### src/rtl/muldiv_sequencer.sv
// rtl/muldiv_sequencer.sv - iterative multiply/divide engine owning the HI/LO register pair
module muldiv_sequencer #(
    parameter int WIDTH = 32
) (
    input  logic             clk,
    input  logic             reset_n,
    input  logic             start,
    input  logic [1:0]       op,
    input  logic [WIDTH-1:0] rs_val,
    input  logic [WIDTH-1:0] rt_val,
    input  logic             hi_we,
    input  logic             lo_we,
    input  logic [WIDTH-1:0] wdata,
    input  logic             mf_req,
    output logic [WIDTH-1:0] hi,
    output logic [WIDTH-1:0] lo,
    output logic             busy,
    output logic             stall
);

    localparam int CW = $clog2(WIDTH) + 1;
    localparam logic [WIDTH-1:0]   ONE_W  = 1;
    localparam logic [2*WIDTH-1:0] ONE_2W = 1;
    localparam logic [CW-1:0]      LAST   = CW'(WIDTH - 1);

    typedef enum logic [1:0] {S_IDLE, S_RUN, S_FIX} state_t;

    state_t               state_q, state_d;
    logic                 is_div_q, is_div_d;
    logic                 dz_q, dz_d;
    logic                 neg_q_q, neg_q_d;
    logic                 neg_r_q, neg_r_d;
    logic [WIDTH-1:0]     a_q, a_d;
    logic [WIDTH-1:0]     raw_rs_q, raw_rs_d;
    logic [2*WIDTH-1:0]   acc_q, acc_d;
    logic [CW-1:0]        cnt_q, cnt_d;
    logic [WIDTH-1:0]     hi_q, hi_d;
    logic [WIDTH-1:0]     lo_q, lo_d;

    logic                 rs_neg, rt_neg;
    logic [WIDTH-1:0]     rs_mag, rt_mag;
    logic [WIDTH:0]       mul_sum;
    logic [2*WIDTH-1:0]   mul_next;
    logic [WIDTH:0]       rem_sh, div_diff;
    logic                 div_ge;
    logic [2*WIDTH-1:0]   div_next;
    logic [2*WIDTH-1:0]   prod_fix;
    logic [WIDTH-1:0]     quo, rem;

    // Signed ops work on magnitudes; the signs are re-applied in FIX.
    assign rs_neg = ~op[0] & rs_val[WIDTH-1];
    assign rt_neg = ~op[0] & rt_val[WIDTH-1];
    assign rs_mag = rs_neg ? (~rs_val + ONE_W) : rs_val;
    assign rt_mag = rt_neg ? (~rt_val + ONE_W) : rt_val;

    // acc holds {partial product, multiplier} or {remainder, dividend/quotient}.
    assign mul_sum  = {1'b0, acc_q[2*WIDTH-1:WIDTH]} + (acc_q[0] ? {1'b0, a_q} : '0);
    assign mul_next = {mul_sum, acc_q[WIDTH-1:1]};

    assign rem_sh   = {acc_q[2*WIDTH-1:WIDTH], acc_q[WIDTH-1]};
    assign div_diff = rem_sh - {1'b0, a_q};
    assign div_ge   = ~div_diff[WIDTH];
    assign div_next = {(div_ge ? div_diff[WIDTH-1:0] : rem_sh[WIDTH-1:0]),
                       acc_q[WIDTH-2:0], div_ge};

    assign quo      = acc_q[WIDTH-1:0];
    assign rem      = acc_q[2*WIDTH-1:WIDTH];
    assign prod_fix = neg_q_q ? (~acc_q + ONE_2W) : acc_q;

    always_comb begin
        state_d  = state_q;
        is_div_d = is_div_q;
        dz_d     = dz_q;
        neg_q_d  = neg_q_q;
        neg_r_d  = neg_r_q;
        a_d      = a_q;
        raw_rs_d = raw_rs_q;
        acc_d    = acc_q;
        cnt_d    = cnt_q;
        hi_d     = hi_q;
        lo_d     = lo_q;
        case (state_q)
            S_IDLE: begin
                if (start) begin
                    state_d  = S_RUN;
                    is_div_d = op[1];
                    dz_d     = op[1] & (rt_val == '0);
                    neg_q_d  = rs_neg ^ rt_neg;
                    neg_r_d  = rs_neg;
                    raw_rs_d = rs_val;
                    a_d      = op[1] ? rt_mag : rs_mag;
                    acc_d    = {{WIDTH{1'b0}}, (op[1] ? rs_mag : rt_mag)};
                    cnt_d    = '0;
                end else begin
                    if (hi_we) hi_d = wdata;
                    if (lo_we) lo_d = wdata;
                end
            end
            S_RUN: begin
                acc_d = is_div_q ? div_next : mul_next;
                cnt_d = cnt_q + 1'b1;
                if (cnt_q == LAST) state_d = S_FIX;
            end
            S_FIX: begin
                state_d = S_IDLE;
                if (!is_div_q) begin
                    {hi_d, lo_d} = prod_fix;
                end else if (dz_q) begin
                    lo_d = '1;
                    hi_d = raw_rs_q;
                end else begin
                    lo_d = neg_q_q ? (~quo + ONE_W) : quo;
                    hi_d = neg_r_q ? (~rem + ONE_W) : rem;
                end
            end
            default: state_d = S_IDLE;
        endcase
    end

    always_ff @(posedge clk or negedge reset_n) begin
        if (!reset_n) begin
            state_q  <= S_IDLE;
            is_div_q <= 1'b0;
            dz_q     <= 1'b0;
            neg_q_q  <= 1'b0;
            neg_r_q  <= 1'b0;
            a_q      <= '0;
            raw_rs_q <= '0;
            acc_q    <= '0;
            cnt_q    <= '0;
            hi_q     <= '0;
            lo_q     <= '0;
        end else begin
            state_q  <= state_d;
            is_div_q <= is_div_d;
            dz_q     <= dz_d;
            neg_q_q  <= neg_q_d;
            neg_r_q  <= neg_r_d;
            a_q      <= a_d;
            raw_rs_q <= raw_rs_d;
            acc_q    <= acc_d;
            cnt_q    <= cnt_d;
            hi_q     <= hi_d;
            lo_q     <= lo_d;
        end
    end

    assign hi    = hi_q;
    assign lo    = lo_q;
    assign busy  = (state_q != S_IDLE);
    assign stall = busy & (start | hi_we | lo_we | mf_req);

endmodule
### config.mk
export PLATFORM = sky130hd
export DESIGN_NAME = muldiv_sequencer
export DESIGN_NICKNAME = d
export VERILOG_FILES = /design/src/rtl/muldiv_sequencer.sv
export SDC_FILE = /design/constraint.sdc
export NUM_CORES = 1
export LEC_CHECK = 0
export BUFFER_PORTS_ARGS = -buffer_cell sky130_fd_sc_hd__buf_4
export CELL_PAD_IN_SITES_DETAIL_PLACEMENT = 0
export CELL_PAD_IN_SITES_GLOBAL_PLACEMENT = 1
export CORE_UTILIZATION = 45
export CTS_CLUSTER_SIZE = 30
export DETAILED_ROUTE_END_ITERATION = 16
export HOLD_SLACK_MARGIN = 0.08
export PLACE_DENSITY = 0.86
export RECOVER_POWER = 25
export SETUP_SLACK_MARGIN = 0.3
export SYNTH_ARGS = -nofsm -noshare
export SYNTH_HDL_FRONTEND = slang
export SYNTH_SLANG_ARGS = --single-unit
### constraint.sdc
create_clock -name clk -period 4.5 [get_ports clk]
set_input_delay 0.675 -clock clk [delete_from_list [all_inputs] [get_ports clk]]
set_output_delay 0.675 -clock clk [all_outputs]
set_load 0.03 [all_outputs]
==> results_dict.tcl <==
set metrics [dict create \
    status "finished, violations left" \
    violations "max-capacitance violations, max-slew violations" \
    hold_buffers 0 \
    fp.dieArea_mm2 0.0389 \
    cap_violations 1 \
    hold_path.class "in2reg" \
    drc 0 \
    rsz0062_at_grt "no" \
    synth_ff_type "dfrtp_1" \
    p_leak_nw 8.45 \
    end_kind "flop" \
    synth_edf_count 0 \
    die_h_um 197 \
    hpwlAfterDp_um 49400 \
    fin_crit_ns 3.96 \
    portBuffers 169 \
    synth_top_area_cell "dfrtp_1" \
    cts_root_buf "clkbuf_16" \
    synth_nets 2373 \
    ir_drop_uv 463 \
    fin_cells 2791 \
    cts_buffers 25 \
    grt_antenna_before_repair 0 \
    p_comb_share_pct 59.9 \
    tightest_slew_ns 2.79 \
    wl_per_cell_um 23.2 \
    drv_slew 101 \
    grt_first_pass_wirelength_um 98100 \
    avgSynthCellArea_um2 7.79 \
    cp.arrival_ns 4.36 \
    yosysSeqAreaShare_pct 29.8 \
    grt_usage_pct 32.9 \
    clkSinkCount 204 \
    path_class "reg2reg" \
    wl_um 64800 \
    vias_per_cell 6.28 \
    rows 71 \
    worstSetupStartpoint "acc_q[0]" \
    ant_nets 0 \
    setup_tns_ns 0 \
    drt_iter0_drc 2087 \
    p_sw_mw 7.13 \
    max_slew_margin_pct -85.8 \
    reg2reg_from "acc_q[0]" \
    netlist_area_mm2 0.0171 \
    required_ns 4.90 \
    worst_slack_ns 0.540 \
    finalSetupViolations 0 \
    h-tree-depth 1 \
    clock_latency_ns 0.55 \
    grt_max_degree 102 \
    p_int_mw 7.44 \
    swShare_pct 48.9 \
    ys_warn_count 0 \
    layout.nets 2437 \
    power_mw 14.6 \
    globalplace.congestion 0.980 \
    start_kind "flop" \
    clock_power_share_pct 14.7 \
    cts_tree "built" \
    grt_pass1_vias 15987 \
    min_from "rs_val[26]" \
    vias 17539 \
    dp_slack_ns 0.490 \
    fp.dieW_um 197 \
    core_mm2 0.0376 \
    cp_max_fo 11 \
    synth_top_cells_by_area "dfrtp_1 30%, nand2_1 6.8%, o21ai_0 6.6%" \
    synth-async-reset-ratio_pct 100 \
    synth_common_cells "310 x nand2_1, 226 x o21ai_0, 204 x dfrtp_1, 162 x a21oi_1, 152 x nor2_1" \
    timing.fmax_ghz 0.253 \
    synthMostInstantiatedCell "nand2_1" \
    finClkSkew_ns 0.0271 \
    clk_pin_slew_worst_paths_ns 0.06 \
    p_per_area_mw_per_mm2 743 \
    hold_viol 0 \
    area_delta_synth_final_pct 14.4 \
    io_pins 170 \
    period_share_pct 88.0 \
    drive_gt1_share_pct 12.4 \
    synth_cell_types 78 \
    first_pass_iters 6 \
    antenna_cells 0 \
    cts.path.max_buffers 3 \
    globalRoute.totalOverflow 0 \
    seqPwrFrac_pct 25.4 \
    synth-seq-cells 204 \
    start_util_pct 45.6 \
    place_inst 2744 \
    syn-instance-count 2198 \
    synth_top_area_share_pct 29.8 \
]
## per-stage QoR
stage	cell area [um^2]	hold WS (ns)	util (%)
2_1_floorplan	17100	0.379	-
3_3_place_gp	18700	0.453	49.8
3_5_place_dp	18700	0.464	49.8
4_1_cts	19600	0.277	52.1
5_1_grt	19600	0.372	52.2
6_report	19600	0.357	52.2
## routing by layer
layer	vias to the layer above	global-route usage, %	part of all wire [%]
li1	8041	-	-
met1	8469	46.6	43
met2	885	50.7	44
met3	144	6.21	9.2
met4	0	10.1	3.7
met5	-	0	0
## power by group through the flow
stage	logic [mW]	registers [mW]	clock network, mW
2_1_floorplan	6.14	3.34	0
3_3_place_gp	8.35	3.64	0
3_5_place_dp	8.44	3.67	0
4_1_cts	8.48	3.64	2.15
5_1_grt	9.51	3.76	2.22
6_report	8.72	3.70	2.14
## cells in the final DEF, fill, tap and decap left out, types with 8 or more instances in the layout
master     instances
a21oi_1          162
xnor2_1          122
dfrtp_1          201
nand3_1           34
o21ai_0          226
a22oi_1           31
o221ai_1          11
buf_4            195
nor2b_1           22
and3_1            14
a211oi_1          54
o22ai_1           43
nand2b_1          16
nand4_1           19
a31oi_1           16
a21o_1            37
o211ai_1          41
ha_1              69
nor2_1           150
mux2i_1           75
nor4_1            22
clkbuf_16         25
o21ai_1            8
xor2_1            68
o21a_1            12
nand2_1          309
or3_1             18
inv_1             68
nor3_1            32
o31ai_1           25
## state kept, by name (all words and copies together), names as in the netlist, 2 cells and up
| name | flops |
|---|---|
| lo | 32 |
| acc_q | 64 |
| a_q | 32 |
| state_q | 2 |
| cnt_q | 6 |
| raw_rs_q | 32 |
| hi | 32 |
## worst paths after layout
kind                       cells after the start      endpoint  slack [ns]
max                                           12     acc_q[62]        0.54
min                                            3  raw_rs_q[26]        0.36
max reg2reg                                   12     acc_q[62]        0.54
min reg2reg                                    2  raw_rs_q[21]        0.48
max in group asynchronous                      1      is_div_q        1.48
min in group asynchronous                      1        lo[11]        0.98
## layout make-up
class                      instances  area [um^2]
inverter                          69          259
fill                            3630        18000
tap                              511          639
clock buffer                      35          733
multi-input combinational       1761        11200
timing repair buffer             201         1570
clock inverter                    10          133
sequential                       204         5110
## critical path, stage by stage, from the launching register on
cell       delay, ns
dfrtp_1         0.48
inv_1           0.34
nor2_1          0.11
ha_1            0.36
o21ai_0         0.27
a211oi_1        0.14
a2111oi_0       0.65
o31a_1          0.29
o31a_1          0.32
o21ai_0         0.18
a41oi_1         0.30
xor2_1          0.23
o211ai_1        0.13
## logic make-up (layout without fill, tap and decap cells)
logic type / Yosys count / count (layout) / share of synthesized area [%]
buf+inv: 233 / 315 / 5.30
flops: 204 / 204 / 29.8
compound gates: 726 / 726 / 26.4
simple gates: 693 / 693 / 18.7
mux: 80 / 80 / 4.71
xor+xnor: 191 / 191 / 9.87
fa+ha+maj: 71 / 71 / 5.27
## timing repair
action	in CTS	in global routing
setup endpoints to repair	0	15
setup buffers	0	2
gates resized for setup	0	1
Power figures use the tool's default switching activity.
